**src/rtl/enemy_fire_scheduler_pkg.sv**
```systemverilog
// Shared definitions for the enemy fire scheduling logic (package galaga_lib).
// Latency: n/a (types, constants and a combinational helper only).
// Backpressure: n/a.
// Contents: default enemy/projectile counts, screen bottom limit, fire FSM state
// type, and rr_pick(), a reference round-robin pick for the default enemy count.
package galaga_lib;

  localparam int NE_DEFAULT   = 8;
  localparam int NP_E_DEFAULT = 4;
  localparam int SCREEN_H_MAX = 479;
  localparam int NE_IDX_W     = $clog2(NE_DEFAULT);

  typedef enum logic [1:0] {
    IDLE = 2'd0,
    ARB  = 2'd1,
    COOL = 2'd2
  } fire_state_t;

  // First set bit of req scanning ptr, ptr+1, ... with wrap. NE_DEFAULT is a
  // power of two, so the index addition wraps on its own. Scanning downward
  // lets the smallest offset from ptr overwrite any larger one.
  function automatic logic [NE_IDX_W-1:0] rr_pick(input logic [NE_DEFAULT-1:0] req,
                                                  input logic [NE_IDX_W-1:0]   ptr);
    logic [NE_IDX_W-1:0] idx;
    rr_pick = ptr;
    for (int i = NE_DEFAULT - 1; i >= 0; i--) begin
      idx = ptr + NE_IDX_W'(i);
      if (req[idx]) rr_pick = idx;
    end
  endfunction

endpackage

```
**src/rtl/enemy_fire_scheduler_rr_arbiter_ne.sv**
```systemverilog
// Round-robin winner pick over NE requesters: rotate by ptr, priority-encode, unrotate.
// Latency: purely combinational.
// Backpressure: none; winVld simply reports that some request is set.
// Ports: req (NE request bits), ptr (scan start index), winIdx (winner), winVld (any request).
module rr_arbiter_ne import galaga_lib::*; #(
  parameter int NE = NE_DEFAULT
) (
  input  logic [NE-1:0]         req,
  input  logic [$clog2(NE)-1:0] ptr,
  output logic [$clog2(NE)-1:0] winIdx,
  output logic                  winVld
);

  localparam int IW = $clog2(NE);
  localparam logic [IW:0] NE_V = (IW+1)'(NE);

  logic [NE-1:0] rot;
  logic [IW-1:0] off;
  logic [IW:0]   sum;

  always_comb begin
    // Bit 0 of rot corresponds to requester ptr.
    rot = NE'({req, req} >> ptr);
    off = '0;
    for (int i = NE - 1; i >= 0; i--) begin
      if (rot[i]) off = IW'(i);
    end
    // Unrotate with an explicit modulo so non-power-of-two NE also works.
    sum = {1'b0, ptr} + {1'b0, off};
    if (sum >= NE_V) sum = sum - NE_V;
  end

  assign winIdx = sum[IW-1:0];
  assign winVld = |req;

endmodule

```
**src/rtl/enemy_fire_scheduler.sv**
```systemverilog
// Picks which enemy fires next and which free projectile slot the shot occupies.
// Latency: inputs sampled on one frame_clk edge produce a one-cycle launch on the next.
// Backpressure: no launch while every slot is busy; launches spaced by COOLDOWN+1 frames.
// Ports: frame_clk/Reset (async active-low); game_active, fire_req, enemy_alive,
//   enemy_x/enemy_y (10 bits per enemy, enemy i at [10i+9:10i]), slot_busy, ship_x in;
//   grant (one-hot), launch, launch_slot, launch_x, launch_y, launch_dir out (registered).
// Build option: define FIRE_AIM_EN to steer launch_dir toward ship_x; otherwise it is 0.
module enemy_fire_scheduler import galaga_lib::*; #(
  parameter int NE       = NE_DEFAULT,
  parameter int NP       = NP_E_DEFAULT,
  parameter int COOLDOWN = 16,
  parameter int SPAWN_DY = 12
) (
  input  logic                  frame_clk,
  input  logic                  Reset,
  input  logic                  game_active,
  input  logic [NE-1:0]         fire_req,
  input  logic [NE-1:0]         enemy_alive,
  input  logic [NE*10-1:0]      enemy_x,
  input  logic [NE*10-1:0]      enemy_y,
  input  logic [NP-1:0]         slot_busy,
  input  logic [9:0]            ship_x,
  output logic [NE-1:0]         grant,
  output logic                  launch,
  output logic [$clog2(NP)-1:0] launch_slot,
  output logic [9:0]            launch_x,
  output logic [9:0]            launch_y,
  output logic [1:0]            launch_dir
);

  localparam int IW = $clog2(NE);
  localparam int SW = $clog2(NP);

  fire_state_t   state, nextState;
  logic [IW-1:0] rrPtr, nextRrPtr;
  logic [7:0]    coolCnt, nextCoolCnt;
  logic          fire;

  logic [NE-1:0] elig;
  logic [IW-1:0] winIdx;
  logic          winVld;
  logic [SW-1:0] freeSlot;
  logic          slotVld;
  logic [9:0]    winX, winY;
  logic [10:0]   spawnY;
  logic [9:0]    spawnYSat;
  logic [1:0]    aimDir;

  assign elig = fire_req & enemy_alive;

  rr_arbiter_ne #(.NE(NE)) uArb (
    .req    (elig),
    .ptr    (rrPtr),
    .winIdx (winIdx),
    .winVld (winVld)
  );

  // Lowest-index free slot.
  always_comb begin
    freeSlot = '0;
    for (int i = NP - 1; i >= 0; i--) begin
      if (!slot_busy[i]) freeSlot = SW'(i);
    end
  end
  assign slotVld = ~&slot_busy;

  assign winX = enemy_x[int'(winIdx)*10 +: 10];
  assign winY = enemy_y[int'(winIdx)*10 +: 10];

  // Spawn point can fall below the playfield; clamp to the last visible row.
  assign spawnY    = {1'b0, winY} + 11'(SPAWN_DY);
  assign spawnYSat = (spawnY > 11'(SCREEN_H_MAX)) ? 10'(SCREEN_H_MAX) : spawnY[9:0];

`ifdef FIRE_AIM_EN
  // An 8-pixel dead zone either side of the enemy keeps straight-down shots
  // when the ship is roughly underneath. 11-bit compares avoid wrap at 1023.
  always_comb begin
    aimDir = 2'b00;
    if ({1'b0, ship_x} > {1'b0, winX} + 11'd8)
      aimDir = 2'b01;
    else if ({1'b0, ship_x} + 11'd8 < {1'b0, winX})
      aimDir = 2'b11;
  end
`else
  assign aimDir = 2'b00;
  logic unusedShipX;
  assign unusedShipX = ^ship_x;
`endif

  always_ff @(posedge frame_clk or negedge Reset) begin
    if (!Reset) begin
      state   <= IDLE;
      rrPtr   <= '0;
      coolCnt <= '0;
    end else begin
      state   <= nextState;
      rrPtr   <= nextRrPtr;
      coolCnt <= nextCoolCnt;
    end
  end

  always_comb begin
    nextState   = state;
    nextRrPtr   = rrPtr;
    nextCoolCnt = coolCnt;
    fire        = 1'b0;
    case (state)
      IDLE: begin
        nextCoolCnt = '0;
        if (game_active) nextState = ARB;
      end
      ARB: begin
        if (!game_active) begin
          nextState   = IDLE;
          nextCoolCnt = '0;
        end else if (winVld && slotVld) begin
          fire        = 1'b1;
          nextRrPtr   = (winIdx == IW'(NE - 1)) ? '0 : winIdx + 1'b1;
          nextCoolCnt = 8'(COOLDOWN);
          nextState   = COOL;
        end
      end
      COOL: begin
        if (!game_active) begin
          nextState   = IDLE;
          nextCoolCnt = '0;
        end else begin
          nextCoolCnt = coolCnt - 8'd1;
          if (coolCnt == 8'd1) nextState = ARB;
        end
      end
      default: begin
        nextState   = IDLE;
        nextCoolCnt = '0;
      end
    endcase
  end

  // Strobes clear after one cycle; slot/position hold their last launch values.
  always_ff @(posedge frame_clk or negedge Reset) begin
    if (!Reset) begin
      grant       <= '0;
      launch      <= 1'b0;
      launch_slot <= '0;
      launch_x    <= '0;
      launch_y    <= '0;
      launch_dir  <= 2'b00;
    end else begin
      launch     <= fire;
      grant      <= fire ? (NE'(1) << winIdx) : '0;
      launch_dir <= fire ? aimDir : 2'b00;
      if (fire) begin
        launch_slot <= freeSlot;
        launch_x    <= winX;
        launch_y    <= spawnYSat;
      end
    end
  end

endmodule

```
**config.mk**
```make
export PLATFORM = sky130hd
export DESIGN_NAME = enemy_fire_scheduler
export DESIGN_NICKNAME = d
export VERILOG_FILES = /design/src/rtl/enemy_fire_scheduler_pkg.sv /design/src/rtl/enemy_fire_scheduler_rr_arbiter_ne.sv /design/src/rtl/enemy_fire_scheduler.sv
export SDC_FILE = /design/constraint.sdc
export NUM_CORES = 1
export LEC_CHECK = 0
export CAP_MARGIN = 40
export CORE_MARGIN = 2
export CORE_UTILIZATION = 43
export DETAILED_ROUTE_END_ITERATION = 6
export GPL_ROUTABILITY_DRIVEN = 0
export PLACE_DENSITY = 0.84
export SETUP_SLACK_MARGIN = 0.15
export SLEW_MARGIN = 20
export SYNTH_ARGS = -nofsm -noshare
export SYNTH_HDL_FRONTEND = slang
export SYNTH_SLANG_ARGS = --single-unit
```
**constraint.sdc**
```tcl
create_clock -name frame_clk -period 12.9 [get_ports frame_clk]
set_input_delay 1.935 -clock frame_clk [delete_from_list [all_inputs] [get_ports frame_clk]]
set_output_delay 1.935 -clock frame_clk [all_outputs]
set_load 0.01 [all_outputs]
```
==> reports/metrics.csv, run 1 <==
stage,metric,value,unit
run_status,status,"complete, no violations",
timing,fin. max-slew vios,0,
min_path,hold crit path type,flip-flop to flip-flop,
job,max-capacitance violation count,0,
route,final wirelength,12.6,mm
timing,unrepaired setup endpoints after global routing,false,
logic_synthesis,largest area contributor in the netlist,dfrtp_1,
global_routing,GR Overflow Total,0,
logic_synthesis,Synth area leaders,"dfrtp_1 (26%), mux4_2 (24%), mux2i_1 (5.2%)",
worst_setup_path,Crit Reg-Reg Startpoint,rrPtr[2],
cts,post_cts resized,0,
floorplan,core area,9640,sq um
cts,clock-pin slew on the worst setup and hold paths,0.08,ns
timing,final worst slack,5.39,ns
logic_synthesis,Synth cell types,58,
finish,fin nets,809,
cts,post-CTS setup buffer count,0,
timing,clock skew,0.00741,ns
logic_synthesis,Seq cells post-synth,44,
timing,fin crit period,7.51,ns
floorplan,Site Rows,36,
route,Vias,4055,
timing,setup TNS,0,ns
timing,final hold violation count,0,
worst_setup_path,Worst Setup Path Type,input pin to flip-flop,
route,Routed Antenna Nets,0,
timing,fmax,133,MHz
route,1st-pass router iterations,4,
place,Buffers on Ports,213,
logic_synthesis,top post-synthesis cells by count,"dfrtp_1 (44), mux4_2 (44), nand2_1 (36)",
finish,Finished Core Util,67.6,%
place,pre-CTS setup slack,5.21,ns
floorplan,Die Span X,103,um
global_routing,GRT Total Usage,23.8,%
cts,"Clk Latency, worst-skew pair",0.28,ns
finish,share of post-route cells with drive strength above 1,13.0,%
route,DR DRC count,0,
floorplan,Die ar.,10600,sq um
worst_setup_path,CP startpoint,enemy_alive[1],
floorplan,io pins,226,
cts,CTS Hold Bufs,0,
logic_synthesis,Synth top area share,26.2,%
logic_synthesis,post-synthesis area per instance,10.5,sq um
logic_synthesis,Post-synth EDFFs,0,
timing,final setup violation count,0,
route,Via-to-Cell Ratio,5.52,
logic_synthesis,Synth Instances,400,
finish,Area Overhead vs Synth,55.1,%
worst_setup_path,crit end category,flip-flop,
route,Initial DRC Count,148,
min_path,worst min-delay path startpoint,launch_x[0],
global_routing,pin count of the biggest net entering global routing,45,
timing,Final period util,58.2,%
floorplan,Die Height,103,um
logic_synthesis,ys flop type,dfrtp_1,
logic_synthesis,asr flop ratio synth,100,%
worst_setup_path,Arrival @ worst endpoint,7.72,ns
timing,Relative slew margins,49.1,%
floorplan,Initial Utilization,43.6,%
global_routing,initial antenna violation count,1,
place,post-DP HPWL,10.6,mm
logic_synthesis,synthesis warning total,0,
cts,clock sink total,44,
worst_setup_path,crit-path max FO,25,
worst_setup_path,CP Data Required Time,13.11,ns
cts,H-tree depth,2,
global_routing,global-route wire length before repair,19.9,mm
worst_setup_path,r2r setup slk,6.79,ns
cts,CTS tree,done,
cts,worst-case clock buffer depth,2,
cts,CTS root buf,clkbuf_8,
worst_setup_path,Startpoint Class,input pin,
logic_synthesis,register area share after synthesis,26.2,%
logic_synthesis,synthesized area,4200,sq um
global_routing,vias in the first global route,4182,
cts,CTS buffer count,5,
route,WL/cell,17.1,um
timing,worst-margin pin slew,0.763,ns
## logic make-up (layout without fill, tap and decap cells)
group	Yosys count	in the layout	synth area share, %
AOI/OAI and AO/OA	70	70	11.1
adders and majority gates	15	15	4.65
muxes	72	72	31.0
DFF	44	44	26.2
and+or+nand+nor	148	148	19.5
xor gates and xnor gates	15	15	3.13
buffers and inverters	35	235	4.29
other	1	3	0.0893
## final cells by class
class | count | area (sq um)
inverter | 10 | 37.5
timing repair buffer | 218 | 2200
fill | 774 | 3120
antenna | 1 | 2.50
tap | 133 | 166
clock inverter | 1 | 5.00
clock buffer | 6 | 72.6
sequential | 44 | 1100
multi-input combinational | 322 | 2930
## registers in the layout, summed over array words and instances (netlist names)
signal and flops:
rrPtr 3, state 2, grant 8, launch_x 10, launch_y 10, launch_slot 2, coolCnt 8, launch 1
## per-layer routing
metal  up-vias  part of all wire, %  global-route usage [%]
met4         0                  1.7                    5.26
met5         -                    0                       0
met2       159                   53                    43.5
met1      1932                   39                    29.6
li1       1945                    -                       -
met3        19                  6.3                    3.80
## critical path: stages
cell	delay, ns
clkdlybuf4s50_1	0.52
or4bb_1	0.53
a41oi_1	0.25
a21o_1	0.19
a21oi_1	0.08
o21ai_0	0.14
nand2_1	0.07
a211oi_1	0.28
ha_2	0.23
fa_2	0.21
xor2_1	0.33
nand3_2	0.24
nand2_4	0.41
mux2i_1	0.18
ha_1	0.32
nor2b_1	0.26
nand4_1	0.15
xor2_1	0.18
nor3_1	0.22
nand3_1	0.17
a221oi_4	0.37
o221ai_2	0.23
o21ai_1	0.21
## through the flow
step / hold slack (ns) / cells / cell area (sq um)
2_1_floorplan: 0.448 / 401 / 4200
3_3_place_gp: 0.463 / 724 / 6370
3_5_place_dp: 0.474 / 726 / 6410
4_1_cts: 0.492 / 733 / 6490
5_1_grt: 0.509 / 735 / 6520
6_report: 0.483 / 735 / 6520
## layout by cell type (no fill, tap or decap), drive strengths merged, types with 2 or more instances in the layout
master         netlist  layout
clkdlybuf4s50        0     212
mux4                45      45
dfrtp               44      44
nand2               37      37
o21ai               32      32
nor2                27      27
mux2i               22      22
a21oi               16      16
ha                  14      14
nand4               13      13
and2                13      13
nand4b              10      10
inv                  9       9
xnor2                9       9
nand3                9       9
and3                 8       8
xor2                 6       6
nor3                 6       6
clkbuf              10       6
buf                 15       6
a41oi                5       5
nor2b                5       5
mux2                 5       5
nor4                 4       4
or4bb                3       3
or2                  3       3
a31oi                3       3
nand2b               3       3
or4                  3       3
nand4bb              2       2
a211oi               2       2
o31ai                2       2
conb                 1       2
clkinv               1       2
o41ai                2       2
## final timing paths
check / endpoint / cells past startpoint
max reg2reg: launch_y[7] / 21
min reg2reg: launch_x[0] / 2
max: launch_y[7] / 23
min: launch_x[0] / 2
max in group asynchronous: coolCnt[4] / 2
min in group asynchronous: state[0] / 1
Power of run 1 is not shown: default switching activity piles up to over one toggle a cycle in this logic, so the estimate is an artifact.
==> inputs of run 2 (changes only) <==
- CORE_UTILIZATION: 43 -> 36
- PLACE_DENSITY: 0.84 -> 0.75
- clock period: 12.9 -> 6.1 ns (I/O delays scaled with it)
==> run 2 against run 1 <==
Sequential cell count did not move; design area rose by 3.5%; global-route usage fell by 3.0 points; highest routed layer unchanged; core utilization fell by 8.5 points; critical path depth did not move; critical path type unchanged; largest cell class unchanged.
==> reports/metrics.csv, run 2 (synthesized netlist as in run 1, its figures left out) <==
stage,metric,value,unit
run_status,status,"complete, no violations",
worst_setup_path,CP Data Required Time,6.30,ns
timing,Final period util,93.0,%
timing,final hold violation count,0,
cts,clock-pin slew on the worst setup and hold paths,0.06,ns
cts,CTS tree,done,
worst_setup_path,crit-path max FO,7,
floorplan,Initial Utilization,36.8,%
worst_setup_path,Startpoint Class,input pin,
finish,Ant. Diodes,0,
finish,# fillers,952,
worst_setup_path,Arrival @ worst endpoint,5.87,ns
cts,CTS buffer count,5,
finish,biggest regs,"launch_x (10), launch_y (10)",
place,Buffers on Ports,213,
cts,CTS root buf,clkbuf_16,
finish,"commonest non-fill, non-tap cell in the layout",clkdlybuf4s50_1,
floorplan,Die Height,112,um
timing,final setup violation count,0,
finish,Area Overhead vs Synth,60.5,%
global_routing,initial antenna violation count,0,
finish,FF/Latch Area,1100,sq um
route,DR DRC count,0,
min_path,hold crit path type,flip-flop to flip-flop,
cts,worst-case clock buffer depth,2,
global_routing,vias in the first global route,4429,
global_routing,GR Overflow Total,0,
timing,unrepaired setup endpoints after global routing,false,
route,Via-to-Cell Ratio,5.50,
floorplan,Site Rows,39,
route,Initial DRC Count,260,
route,Vias,4156,
global_routing,global-route wire length before repair,21.3,mm
global_routing,GRT Total Usage,20.8,%
route,1st-pass router iterations,4,
worst_setup_path,crit end category,flip-flop,
timing,setup TNS,0,ns
timing,fin crit period,5.67,ns
route,final wirelength,13.1,mm
finish,share of post-route cells with drive strength above 1,16.6,%
floorplan,core area,11400,sq um
finish,"commonest cells after routing, fill and taps aside","clkdlybuf4s50_1 (212), mux4_2 (44), dfrtp_1 (44)",
place,post-DP HPWL,11.0,mm
route,Routed Antenna Nets,0,
cts,CTS Hold Bufs,0,
floorplan,Die ar.,12500,sq um
timing,worst-margin pin slew,0.738,ns
job,max-capacitance violation count,0,
cts,clock sink total,44,
worst_setup_path,Worst Setup Path Type,input pin to flip-flop,
floorplan,Die Span X,112,um
timing,clock skew,0.00483,ns
finish,area of the multi-input gates,3020,sq um
cts,"Clk Latency, worst-skew pair",0.28,ns
timing,Relative slew margins,50.8,%
route,WL/cell,17.3,um
cts,H-tree depth,2,
timing,fmax,176,MHz
global_routing,pin count of the biggest net entering global routing,34,
finish,fin nets,821,
timing,fin. max-slew vios,0,
floorplan,io pins,226,
==> run 2: repair_timing <==
| action | 4_1_cts | 5_1_grt |
|---|---|---|
| setup buffers | 0 | 2 |
| resized for setup | 0 | 16 |
| endpoints found under the hold margin | 0 | 0 |
| setup endpoints to repair | 0 | 7 |
==> run 2: critical path, cell delays in order <==
cell             delay [ns]
clkdlybuf4s50_1        0.45
and2_1                 0.20
mux4_1                 0.55
mux2_4                 0.31
a21oi_1                0.11
o21ai_0                0.08
nand2_1                0.10
a211oi_2               0.07
ha_2                   0.19
fa_2                   0.41
xor2_2                 0.22
nand3_4                0.15
nand2_4                0.07
mux2i_2                0.17
ha_1                   0.23
nor2b_2                0.17
nand4_1                0.13
xor2_1                 0.18
nor3_2                 0.18
nand3_1                0.16
a221oi_4               0.38
o221ai_4               0.21
o21bai_1               0.21
==> run 2: path summary, 6_finish.rpt <==
path,start,endpoint,slack [ns],cells after the start
worst max register to register,rrPtr[2],launch_y[4],0.75,21
worst max-delay path,fire_req[7],launch_y[4],0.43,23
min in group asynchronous,Reset,launch,0.52,1
worst min register to register,launch_x[2],launch_x[2],0.47,2
max in group asynchronous,Reset,launch_x[8],5.11,2
worst min-delay path,launch_x[2],launch_x[2],0.47,2
==> run 2: through the flow <==
stage	hold slack, ns	instance area (sq um)	worst slack [ns]	cells	utilization [%]
floorplan	0.448	4200	0.518	401	-
global placement	0.464	6480	0.0601	746	56.7
detailed placement	0.470	6500	-0.0159	747	56.9
CTS	0.483	6640	0.225	754	58.1
global route	0.494	6740	0.125	756	59.1
finish	0.474	6740	0.425	756	59.1
==> run 2: routing by layer <==
layer	wire length (um)	up-vias	track usage, %
met5	0	-	0
met4	138	0	3.25
met3	938	14	4.16
met2	7000	174	39.4
met1	5010	1996	24.8
li1	-	1972	-
==> run 2: area by class of cell <==
| cell class | instances | area share, % |
|---|---|---|
| clock buffer | 5 | 1.86 |
| multi-input combinational | 322 | 44.7 |
| tap | 143 | 2.65 |
| inverter | 10 | 0.557 |
| sequential | 44 | 16.3 |
| clock inverter | 2 | 0.186 |
| timing repair buffer | 230 | 33.7 |
Power of run 2 is left out for the same reason.
==> inputs of run 3 (changes only) <==
- clock period: 6.1 -> 4.9 ns (I/O delays scaled with it)
==> run 3 against run 2 <==
The flow now finishes with violations (setup timing); highest routed layer unchanged; core utilization grew 5.0 points; routed wire length grew 10%; final cell count grew 9.5%; sequential share of layout area shrank 1.2 points; clock-buffer cell count grew 1; worst setup slack lost 0.47 ns; clock skew shrank 0.0012 ns; worst hold slack lost 0.031 ns; die area is the same; non-clock buffer count grew 72; register-to-register slack lost 0.73 ns.
==> reports/metrics.csv, run 3 (synthesized netlist as in run 1, its figures left out) <==
stage,metric,value,unit
worst_setup_path,Startpoint Class,input pin,
place,Buffers on Ports,213,
worst_setup_path,R2R depth,21,
finish,FF/Latch Area,1100,sq um
finish,"commonest non-fill, non-tap cell in the layout",clkdlybuf4s50_1,
global_routing,global-route wire length before repair,23.1,mm
timing,fmax,202,MHz
route,final wirelength,14.5,mm
worst_setup_path,Worst Setup Path Type,input pin to flip-flop,
floorplan,Die Height,112,um
timing,worst-margin pin slew,0.732,ns
run_status,status,"finished, violations left",
cts,H-tree depth,2,
cts,CTS Hold Bufs,0,
place,post-DP HPWL,12.1,mm
route,Via-to-Cell Ratio,5.35,
worst_setup_path,r2r setup slk,0.02,ns
route,Initial DRC Count,232,
finish,Finished Core Util,64.0,%
timing,clock skew,0.00361,ns
finish,fin nets,893,
run_status,failing checks,setup timing,
floorplan,Initial Utilization,36.8,%
route,Vias,4433,
worst_setup_path,Crit Reg-Reg Startpoint,rrPtr[0],
timing,final hold violation count,0,
finish,Ant. Diodes,0,
finish,Area Overhead vs Synth,74.0,%
worst_setup_path,Arrival @ worst endpoint,5.14,ns
timing,Final period util,101,%
worst_setup_path,crit-path max FO,7,
route,WL/cell,17.5,um
floorplan,Site Rows,39,
finish,# fillers,897,
global_routing,pin count of the biggest net entering global routing,33,
cts,clock-pin slew on the worst setup and hold paths,0.06,ns
cts,worst-case clock buffer depth,2,
floorplan,Die ar.,12500,sq um
cts,"Clk Latency, worst-skew pair",0.28,ns
floorplan,Die Span X,112,um
worst_setup_path,CP Data Required Time,5.10,ns
min_path,hold crit path type,input pin to asynchronous set/reset pin,
finish,biggest regs,"launch_x (10), launch_y (10)",
job,max-capacitance violation count,0,
cts,CTS buffer count,5,
timing,fin. max-slew vios,0,
timing,Relative slew margins,51.1,%
floorplan,io pins,226,
finish,share of post-route cells with drive strength above 1,29.8,%
floorplan,core area,11400,sq um
worst_setup_path,crit end category,flip-flop,
cts,clock sink total,44,
global_routing,GR Overflow Total,0,
global_routing,vias in the first global route,4862,
worst_setup_path,reg2reg end,launch_y[4],
cts,CTS tree,done,
route,DR DRC count,0,
route,Routed Antenna Nets,0,
route,1st-pass router iterations,4,
timing,final worst slack,-0.0459,ns
cts,CTS root buf,clkbuf_16,
timing,unrepaired setup endpoints after global routing,true,
timing,final setup violation count,7,
global_routing,initial antenna violation count,0,
finish,area of the multi-input gates,3050,sq um
finish,"commonest cells after routing, fill and taps aside","clkdlybuf4s50_1 (196), buf_4 (86), mux4_2 (45)",
global_routing,GRT Total Usage,22.7,%
timing,fin crit period,4.95,ns
==> run 3: changes by cell type in the layout (fill, tap and decap cells not counted), sizes merged <==
cell and delta:
buf +88, clkinvlp -1, clkdlybuf4s50 -16, clkbuf +1
==> run 3: timing repair <==
item / in CTS / in global routing
endpoints found under the setup margin: 9 / 9
resized for setup: 79 / 16
pin swaps: 28 / 21
setup buffers: 4 / 6
==> run 3: cell type report <==
cell class | instances | share of cell area, %
Tap cell | 143 | 2.45
Sequential cell | 44 | 15.1
Clock inverter | 1 | 0.0685
Multi-Input combinational cell | 322 | 41.7
Clock buffer | 6 | 1.76
Inverter | 10 | 0.514
Timing Repair Buffer | 302 | 38.4
==> run 3: layer usage <==
layer  track usage (%)  vias up  share of wire, %
met5                 0        -                 0
met2              44.5      173                55
met1              24.8     2122                37
met4              6.50        0               2.9
met3              3.94       29               5.7
li1                  -     2109                 -
==> run 3: worst max-delay path by stage <==
| stage | startpoint | endpoint |
|---|---|---|
| floorplan | fire_req[4] | launch_y[4] |
| global placement | enemy_alive[1] | launch_y[4] |
| detailed placement | enemy_alive[1] | launch_y[4] |
| CTS | enemy_alive[4] | launch_y[4] |
| global route | enemy_alive[1] | launch_y[4] |
| finish | enemy_alive[4] | launch_y[4] |
==> run 3: through the flow <==
stage	TNS (ns)	worst slack (ns)	area (sq um)	cells	hold WS, ns
2_1_floorplan	-0.999	-0.147	4280	401	0.439
3_3_place_gp	-5.12	-0.620	7010	810	0.464
3_5_place_dp	-6.11	-0.746	7030	811	0.469
4_1_cts	-0.0228	-0.0207	7190	822	0.464
5_1_grt	-1.76	-0.280	7310	828	0.481
6_report	-0.247	-0.0459	7310	828	0.444
==> run 3: worst max-delay path: stages <==
cell,delay (ns)
buf_6,0.09
and2_4,0.15
mux4_2,0.50
mux2_4,0.29
a21oi_2,0.12
o21ai_2,0.06
nand2_1,0.09
a211oi_2,0.07
ha_2,0.20
fa_2,0.64
mux4_2,0.36
mux2i_2,0.22
ha_2,0.26
buf_6,0.11
nor3b_4,0.04
xnor2_2,0.15
nor3_2,0.22
o21ai_2,0.10
a221oi_4,0.34
o221ai_4,0.18
o21bai_1,0.19
Power of run 3 is left out for the same reason.
